### config.mk
export PLATFORM = sky130hd
export DESIGN_NAME = dmem_port_arbiter_flat
export DESIGN_NICKNAME = d
export VERILOG_FILES = /design/src/rtl/dmem_port_arbiter_if.sv /design/src/rtl/dmem_port_arbiter.sv /design/src/flat_wrapper.sv
export SDC_FILE = /design/constraint.sdc
export NUM_CORES = 1
export LEC_CHECK = 0
export ABC_AREA = 0
export CAP_MARGIN = 20
export CORE_AREA = 2 2 93 95
export DETAILED_ROUTE_END_ITERATION = 8
export DIE_AREA = 0 0 95 97
export MAX_ROUTING_LAYER = met4
export PLACE_DENSITY = 0.67
export REMOVE_ABC_BUFFERS = 1
export SYNTH_ARGS = -nofsm -noshare
export SYNTH_HDL_FRONTEND = slang
export SYNTH_SLANG_ARGS = --single-unit
### constraint.sdc
create_clock -name clk -period 3.2 [get_ports clk]
set_input_delay 0.64 -clock clk [delete_from_list [all_inputs] [get_ports clk]]
set_output_delay 0.64 -clock clk [all_outputs]
set_load 0.05 [all_outputs]
### src/rtl/dmem_port_arbiter_if.sv
// Bundle of the core, loader and data-memory port signals around the arbiter.
// slave is the arbiter's view; master is the view of the surrounding system.
interface dmem_port_arbiter_if #(
    parameter int ADDR_W = 12,
    parameter int DATA_W = 32
) ();
    logic              c_req;
    logic              c_we;
    logic              c_lock;
    logic [ADDR_W-1:0] c_addr;
    logic [DATA_W-1:0] c_wdata;
    logic              c_gnt;
    logic              c_rvalid;
    logic [DATA_W-1:0] c_rdata;

    logic              l_req;
    logic              l_we;
    logic              l_lock;
    logic [ADDR_W-1:0] l_addr;
    logic [DATA_W-1:0] l_wdata;
    logic              l_gnt;
    logic              l_rvalid;
    logic [DATA_W-1:0] l_rdata;

    logic              m_en;
    logic              m_we;
    logic [ADDR_W-1:0] m_addr;
    logic [DATA_W-1:0] m_wdata;
    logic [DATA_W-1:0] m_rdata;

    modport slave (
        input  c_req, c_we, c_lock, c_addr, c_wdata,
        output c_gnt, c_rvalid, c_rdata,
        input  l_req, l_we, l_lock, l_addr, l_wdata,
        output l_gnt, l_rvalid, l_rdata,
        output m_en, m_we, m_addr, m_wdata,
        input  m_rdata
    );

    modport master (
        output c_req, c_we, c_lock, c_addr, c_wdata,
        input  c_gnt, c_rvalid, c_rdata,
        output l_req, l_we, l_lock, l_addr, l_wdata,
        input  l_gnt, l_rvalid, l_rdata,
        input  m_en, m_we, m_addr, m_wdata,
        output m_rdata
    );
endinterface

### src/rtl/dmem_port_arbiter.sv
// Round-robin arbiter sharing the single-port data RAM between core (C) and loader (L),
// with a bounded grant lock and 1-cycle read-data return routing.
module dmem_port_arbiter #(
    parameter int ADDR_W    = 12,
    parameter int DATA_W    = 32,
    parameter int BURST_MAX = 4
) (
    input  logic               clk,
    input  logic               reset,
    dmem_port_arbiter_if.slave bus
);
    localparam int CNT_W = $clog2(BURST_MAX + 1);
    localparam logic [CNT_W-1:0] CNT_MAX = CNT_W'(BURST_MAX);

    typedef enum logic [1:0] {OWN_NONE, OWN_C, OWN_L} owner_e;

    logic             last_l_q, last_l_d;
    owner_e           lock_owner_q, lock_owner_d;
    logic [CNT_W-1:0] burst_cnt_q, burst_cnt_d;
    logic             c_rvalid_q, c_rvalid_d;
    logic             l_rvalid_q, l_rvalid_d;

    logic   c_hold, l_hold, c_win, l_win, any_gnt;
    owner_e win_owner;

    // A lock only holds while the other side is idle or the burst budget remains.
    always_comb begin
        c_hold = (lock_owner_q == OWN_C) && bus.c_req && (!bus.l_req || (burst_cnt_q < CNT_MAX));
        l_hold = (lock_owner_q == OWN_L) && bus.l_req && (!bus.c_req || (burst_cnt_q < CNT_MAX));
        c_win  = 1'b0;
        l_win  = 1'b0;
        if (c_hold) begin
            c_win = 1'b1;
        end else if (l_hold) begin
            l_win = 1'b1;
        end else if (bus.c_req && bus.l_req) begin
            c_win = last_l_q;
            l_win = !last_l_q;
        end else begin
            c_win = bus.c_req;
            l_win = bus.l_req;
        end
    end

    // Grants are gated by reset so nothing reaches the RAM while reset is held.
    assign bus.c_gnt = c_win & reset;
    assign bus.l_gnt = l_win & reset;
    assign any_gnt   = bus.c_gnt | bus.l_gnt;
    assign win_owner = bus.c_gnt ? OWN_C : OWN_L;

    assign bus.m_en    = any_gnt;
    assign bus.m_we    = bus.c_gnt ? bus.c_we    : (bus.l_gnt & bus.l_we);
    assign bus.m_addr  = bus.c_gnt ? bus.c_addr  : (bus.l_gnt ? bus.l_addr  : '0);
    assign bus.m_wdata = bus.c_gnt ? bus.c_wdata : (bus.l_gnt ? bus.l_wdata : '0);

    assign bus.c_rvalid = c_rvalid_q;
    assign bus.l_rvalid = l_rvalid_q;
    assign bus.c_rdata  = bus.m_rdata;
    assign bus.l_rdata  = bus.m_rdata;

    always_comb begin
        last_l_d     = last_l_q;
        lock_owner_d = OWN_NONE;
        burst_cnt_d  = '0;
        c_rvalid_d   = bus.c_gnt & ~bus.c_we;
        l_rvalid_d   = bus.l_gnt & ~bus.l_we;
        if (any_gnt) begin
            last_l_d = bus.l_gnt;
            if (bus.c_gnt && bus.c_lock) lock_owner_d = OWN_C;
            if (bus.l_gnt && bus.l_lock) lock_owner_d = OWN_L;
            // Counter saturates; it only has to tell "budget used up" from "not yet".
            if (lock_owner_q == win_owner) begin
                burst_cnt_d = (burst_cnt_q < CNT_MAX) ? burst_cnt_q + CNT_W'(1) : burst_cnt_q;
            end else begin
                burst_cnt_d = CNT_W'(1);
            end
        end
    end

    always_ff @(posedge clk or negedge reset) begin
        if (!reset) begin
            last_l_q     <= 1'b1;
            lock_owner_q <= OWN_NONE;
            burst_cnt_q  <= '0;
            c_rvalid_q   <= 1'b0;
            l_rvalid_q   <= 1'b0;
        end else begin
            last_l_q     <= last_l_d;
            lock_owner_q <= lock_owner_d;
            burst_cnt_q  <= burst_cnt_d;
            c_rvalid_q   <= c_rvalid_d;
            l_rvalid_q   <= l_rvalid_d;
        end
    end
endmodule

### src/flat_wrapper.sv
// flat-port wrapper written by rule: the top's interface ports become plain ports
module dmem_port_arbiter_flat 
#(
    parameter int ADDR_W    = 12,
    parameter int DATA_W    = 32,
    parameter int BURST_MAX = 4
)
  (clk, reset, bus_c_req, bus_c_we, bus_c_lock, bus_c_addr, bus_c_wdata, bus_c_gnt, bus_c_rvalid, bus_c_rdata, bus_l_req, bus_l_we, bus_l_lock, bus_l_addr, bus_l_wdata, bus_l_gnt, bus_l_rvalid, bus_l_rdata, bus_m_en, bus_m_we, bus_m_addr, bus_m_wdata, bus_m_rdata);
  dmem_port_arbiter_if #(.ADDR_W(ADDR_W), .DATA_W(DATA_W)) bus_i ();
  input  logic clk;
  input  logic reset;
  input wire logic [$bits(bus_i.c_req)-1:0] bus_c_req;
  input wire logic [$bits(bus_i.c_we)-1:0] bus_c_we;
  input wire logic [$bits(bus_i.c_lock)-1:0] bus_c_lock;
  input wire logic [$bits(bus_i.c_addr)-1:0] bus_c_addr;
  input wire logic [$bits(bus_i.c_wdata)-1:0] bus_c_wdata;
  output wire logic [$bits(bus_i.c_gnt)-1:0] bus_c_gnt;
  output wire logic [$bits(bus_i.c_rvalid)-1:0] bus_c_rvalid;
  output wire logic [$bits(bus_i.c_rdata)-1:0] bus_c_rdata;
  input wire logic [$bits(bus_i.l_req)-1:0] bus_l_req;
  input wire logic [$bits(bus_i.l_we)-1:0] bus_l_we;
  input wire logic [$bits(bus_i.l_lock)-1:0] bus_l_lock;
  input wire logic [$bits(bus_i.l_addr)-1:0] bus_l_addr;
  input wire logic [$bits(bus_i.l_wdata)-1:0] bus_l_wdata;
  output wire logic [$bits(bus_i.l_gnt)-1:0] bus_l_gnt;
  output wire logic [$bits(bus_i.l_rvalid)-1:0] bus_l_rvalid;
  output wire logic [$bits(bus_i.l_rdata)-1:0] bus_l_rdata;
  output wire logic [$bits(bus_i.m_en)-1:0] bus_m_en;
  output wire logic [$bits(bus_i.m_we)-1:0] bus_m_we;
  output wire logic [$bits(bus_i.m_addr)-1:0] bus_m_addr;
  output wire logic [$bits(bus_i.m_wdata)-1:0] bus_m_wdata;
  input wire logic [$bits(bus_i.m_rdata)-1:0] bus_m_rdata;
  assign bus_i.c_req = bus_c_req;
  assign bus_i.c_we = bus_c_we;
  assign bus_i.c_lock = bus_c_lock;
  assign bus_i.c_addr = bus_c_addr;
  assign bus_i.c_wdata = bus_c_wdata;
  assign bus_c_gnt = bus_i.c_gnt;
  assign bus_c_rvalid = bus_i.c_rvalid;
  assign bus_c_rdata = bus_i.c_rdata;
  assign bus_i.l_req = bus_l_req;
  assign bus_i.l_we = bus_l_we;
  assign bus_i.l_lock = bus_l_lock;
  assign bus_i.l_addr = bus_l_addr;
  assign bus_i.l_wdata = bus_l_wdata;
  assign bus_l_gnt = bus_i.l_gnt;
  assign bus_l_rvalid = bus_i.l_rvalid;
  assign bus_l_rdata = bus_i.l_rdata;
  assign bus_m_en = bus_i.m_en;
  assign bus_m_we = bus_i.m_we;
  assign bus_m_addr = bus_i.m_addr;
  assign bus_m_wdata = bus_i.m_wdata;
  assign bus_i.m_rdata = bus_m_rdata;
  dmem_port_arbiter #(.ADDR_W(ADDR_W), .DATA_W(DATA_W), .BURST_MAX(BURST_MAX)) u_core (.clk(clk), .reset(reset), .bus(bus_i));
endmodule
Word-level counts from Yosys, hierarchy flattened
Index checks and enable logic that the tools add are counted. Widths: inputs -> output; s select.

Flip-flop bits (word level): 8. Output and inout port bits: 114. Word-level logic and storage cells: 49.

Add/sub/neg operators: 1. Magnitude comparators: 1. Equal/unequal tests: 4. Multiplexer cells: 18. Bitwise operators: 8. Reduce and logical (&&, ||, !) cells: 12.

Operators by type and width (number): $mux 32 (2); $mux 12 (2); $mux 3 (3); $mux 1 (8); $logic_and 1x1->1 (7); $mux 2 (3); $and 1x1->1 (5); $add 3x1->3 const B (1); $logic_not 1->1 (3); $lt 3x3->1 const B (1); $ne 3x2->1 const B (1); $eq 2x1->1 const B (1); $eq 2x2->1 (1); $eq 2x2->1 const B (1); $logic_or 1x1->1 (2); $not 1->1 (2); $or 1x1->1 (1).

Logic depth before layout (Yosys ltp)
Depth after elaboration: 10. Depth in mapped cells: 6.

Worst setup path before layout
OpenSTA, ideal clock, no wires.

Path kind: input to output. Start: input bus_l_req. End: output bus_m_addr[10]. Data arrival time: 1.927 ns. Required time: 2.560 ns. Path slack: 0.633 ns. Stages on the path: 5. Path through: inv_1 o311ai_1 a31oi_1 buf_2 a22o_1.

Elaborated cells on any way between the ends: 16. Those cells by class: mux (8); bitwise (2); reduce/logical (6).

RTL lines: start: declaration (line flat_wrapper.sv:20) `input wire logic [$bits(bus_i.l_req)-1:0] bus_l_req;`; $logic_and 1x1->1, or another cell as far along (line dmem_port_arbiter.sv:36) `end else if (bus.c_req && bus.l_req) begin`; $mux 1, or another cell as far along (line dmem_port_arbiter.sv:36); $mux 1 or $logic_and 1x1->1 (tied branches) (line dmem_port_arbiter.sv:34, dmem_port_arbiter.sv:28); $mux 1 * (line dmem_port_arbiter.sv:32) `if (c_hold) begin`; $and 1x1->1 * (line dmem_port_arbiter.sv:46) `assign bus.c_gnt = c_win & reset;`; via bus_c_gnt (line flat_wrapper.sv:17) `output wire logic [$bits(bus_i.c_gnt)-1:0] bus_c_gnt;`; $mux 12 * (line dmem_port_arbiter.sv:53) `assign bus.m_addr = bus.c_gnt ? bus.c_addr : (bus.l_gnt ? bus.l_addr : '0);`; end: declaration (line flat_wrapper.sv:30) `output wire logic [$bits(bus_i.m_addr)-1:0] bus_m_addr;`.

Mark *: on every way through the listed nets, which the timed path passes. The rest lies on a longest branch.

Final worst setup path
Start: input bus_c_req. End: output bus_m_wdata[8].

Longest elaborated chain between the ends: 8. Elaborated cells on any way between the ends: 16. Those cells by class: mux (8); bitwise (2); reduce/logical (6).

Ends and longest elaborated chain: start: declaration (line flat_wrapper.sv:12) `input wire logic [$bits(bus_i.c_req)-1:0] bus_c_req;`; $logic_not 1->1 (line dmem_port_arbiter.sv:29) `l_hold = (lock_owner_q == OWN_L) && bus.l_req && (!bus.c_req || (burst_cnt_q < CNT_MAX));`; $logic_or 1x1->1 (line dmem_port_arbiter.sv:29); $logic_and 1x1->1 (line dmem_port_arbiter.sv:29); $mux 1 (line dmem_port_arbiter.sv:34) `end else if (l_hold) begin`; $mux 1 (line dmem_port_arbiter.sv:32); $and 1x1->1 (line dmem_port_arbiter.sv:47) `assign bus.l_gnt = l_win & reset;`; $mux 32 (line dmem_port_arbiter.sv:54) `assign bus.m_wdata = bus.c_gnt ? bus.c_wdata : (bus.l_gnt ? bus.l_wdata : '0);`; $mux 32 * (line dmem_port_arbiter.sv:54); end: declaration (line flat_wrapper.sv:31) `output wire logic [$bits(bus_i.m_wdata)-1:0] bus_m_wdata;`.

Mark *: on every way between the ends. The rest lies on a longest branch, timed or not.

==> impl_metrics.json <==
{
  "row_count": 33,
  "cp-end-kind": "primary output",
  "ys.flop_type": "dfrtp_1",
  "arrival_ns": 2.42,
  "first_global_vias": 1603,
  "syn_avg_cell_area_sq_um": 8.618,
  "drt-total-wl_microns": 7260,
  "antenna_found_initial": 0,
  "drive_gt1_frac": 0.2667,
  "ys.warnings.count": 0,
  "tightestPinTransition_ns": 0.5012,
  "top_usage_layer": "met2",
  "io_buffers": 145,
  "hold_ws_ns": 0.5049,
  "io_pins": 242,
  "synth_edf_count": 0,
  "clock_skew_ns": 0.006503,
  "clockRootBuffer": "clkbuf_8",
  "leakagePower_nw": 1.195,
  "htreeDepth": 1,
  "fmax_ghz": 0.3266,
  "stdcell_count": 345,
  "grt_use_met2": 0.2035,
  "start_util": 0.1695,
  "crit_fanout": 25,
  "fin_util": 0.3692,
  "ant_nets": 0,
  "clkTransAtPathRegs_ns": 0.04,
  "min_path_type": "flip-flop to flip-flop",
  "ctsLongestPathBuffers": 2,
  "final-setup-viol-count": 0,
  "period_needed_ns": 3.062,
  "final-max-slew-violation-count": 0,
  "async_reset_ff_frac": 1.000,
  "clk_latency_ns": 0.23,
  "hold_viol": 0,
  "postLayoutCellArea_sq_mm": 0.003003,
  "cts_num_sinks": 8,
  "place_congestion": 0.6945,
  "drc": 0,
  "die_width_microns": 95,
  "dr.first_iter.drc_count": 43,
  "critPathLaunchType": "primary input",
  "rsz0062_at_grt": "no",
  "crit_type": "primary input to primary output",
  "power_density_mw_per_mm2": 304.8,
  "syn2layout_area_growth_pct": 117.8,
  "met1_usage": 0.1762,
  "finalCritPeriodShare": 0.9567,
  "required_ns": 2.56,
  "firstDrtPassIters": 4,
  "n_antenna_cell": 0,
  "cap_violations": 0,
  "dr_total_vias": 1580,
  "max_slew_margin": 0.6648,
  "syn_area_sq_mm": 0.001379,
  "hpwl_microns": 6256,
  "nNetsFinal": 370,
  "cts-hold-fix-buffers": 0,
  "post_cts_buffers": 0,
  "grt_pass1_wl_microns": 10010,
  "viasPerCell": 4.580,
  "status": "completed",
  "ys_types": 26,
  "coreArea_sq_mm": 0.008134,
  "peakVddDrop_v": 0.0001193,
  "track_usage": 0.1517,
  "synth_cells": 160,
  "routedWlPerCell_microns": 21.04,
  "gr-total-overflow": 0,
  "ys_seq_area_frac": 0.1461,
  "r2r_cells": 5,
  "whs_path_depth": 2,
  "die_h_microns": 97,
  "use_met3": 0.1363,
  "ys_ff_latch": 8,
  "placed_area_sq_mm": 0.002958,
  "cts_tree": "built",
  "cts_resized": 0,
  "grt_max_degree": 27,
  "numCtsBuffers": 3,
  "place_inst": 341,
  "final_common_cell": "clkdlybuf4s50_1",
  "die_area_sq_mm": 0.009215,
  "layout_common_cells": "clkdlybuf4s50_1 (97), buf_12 (50), a22o_1 (46)"
}
-- metal layers --
layer / wire (microns) / up-vias
li1: - / 671
met2: 2994 / 191
met3: 1492 / 0
met1: 2773 / 718
met5: 0 / -
met4: 0 / 0
-- worst paths after layout --
path | end | start | slack (ns)
min in group asynchronous | u_core.burst_cnt_q[2]$_DFFE_PN0P_ | reset | 0.74
max in group asynchronous | u_core.last_l_q$_DFFE_PN1P_ | reset | 2.24
max reg2reg | u_core.burst_cnt_q[0]$_DFFE_PN0P_ | u_core.lock_owner_q[1]$_DFF_PN0_ | 1.52
min | u_core.last_l_q$_DFFE_PN1P_ | u_core.last_l_q$_DFFE_PN1P_ | 0.50
max | bus_m_wdata[8] | bus_c_req | 0.14
min reg2reg | u_core.last_l_q$_DFFE_PN1P_ | u_core.last_l_q$_DFFE_PN1P_ | 0.50
-- synth_stat cells (2+ instances only) --
cell / instances / area, sq um
nor2b_1: 2 / 12.51
nor2_1: 4 / 15.01
inv_1: 4 / 15.01
nand3_1: 2 / 10.01
buf_6: 6 / 67.56
or2_2: 2 / 12.51
buf_4: 64 / 480.5
buf_2: 6 / 30.03
and2_1: 2 / 12.51
dfrtp_1: 7 / 175.2
a22o_1: 46 / 402.9
-- cell type report --
cell class                      instances  area (sq um)
Inverter                                4         15.01
Timing Repair Buffer                  152          2009
Clock buffer                            4         45.04
Sequential cell                         8         201.4
Tap cell                              105         131.4
Multi-Input combinational cell         72         600.6
Fill cell                             775          5131
-- worst max-delay path, stage by stage --
cell             delay, ns
clkdlybuf4s50_1       0.53
or3b_1                0.36
and4_2                0.27
buf_12                0.16
a22o_1                0.28
buf_12                0.16
-- stage by stage --
step / total power [W] / setup slack (ns) / TNS [ns]
floorplan: 0.0003981 / -1.600 / -76.79
global placement: 0.0007884 / 0.1576 / 0
detailed placement: 0.0007952 / 0.1294 / 0
CTS: 0.0009257 / 0.1160 / 0
global route: 0.0009500 / 0.07358 / 0
finish: 0.0009153 / 0.1385 / 0
-- sequential cells by signal, indices dropped and copies added, names as in the netlist --
register             cells
u_core.burst_cnt_q       3
u_core.lock_owner_q      2
u_core.bus.c_rvalid      1
u_core.bus.l_rvalid      1
u_core.last_l_q          1
-- logic make-up (layout without fill, tap and decap cells) --
group	count (synthesis)	in the layout	share of synthesized area
buf+inv	80	160	0.4301
fa+ha+maj	1	1	0.009073
flops	8	8	0.1461
mux	1	1	0.007260
simple gates	17	17	0.07713
xor+xnor	1	1	0.006353
compound gates	52	52	0.3240
-- power breakdown --
group	total (W)	leakage, nW	switching [W]	internal [W]
logic	0.000672	1.07	0.000316	0.000355
registers	0.000118	0.105	0.00000716	0.000111
clock network	0.000126	0.0228	0.0000396	0.0000863
No activity file was read; power rests on OpenSTA's default activity.
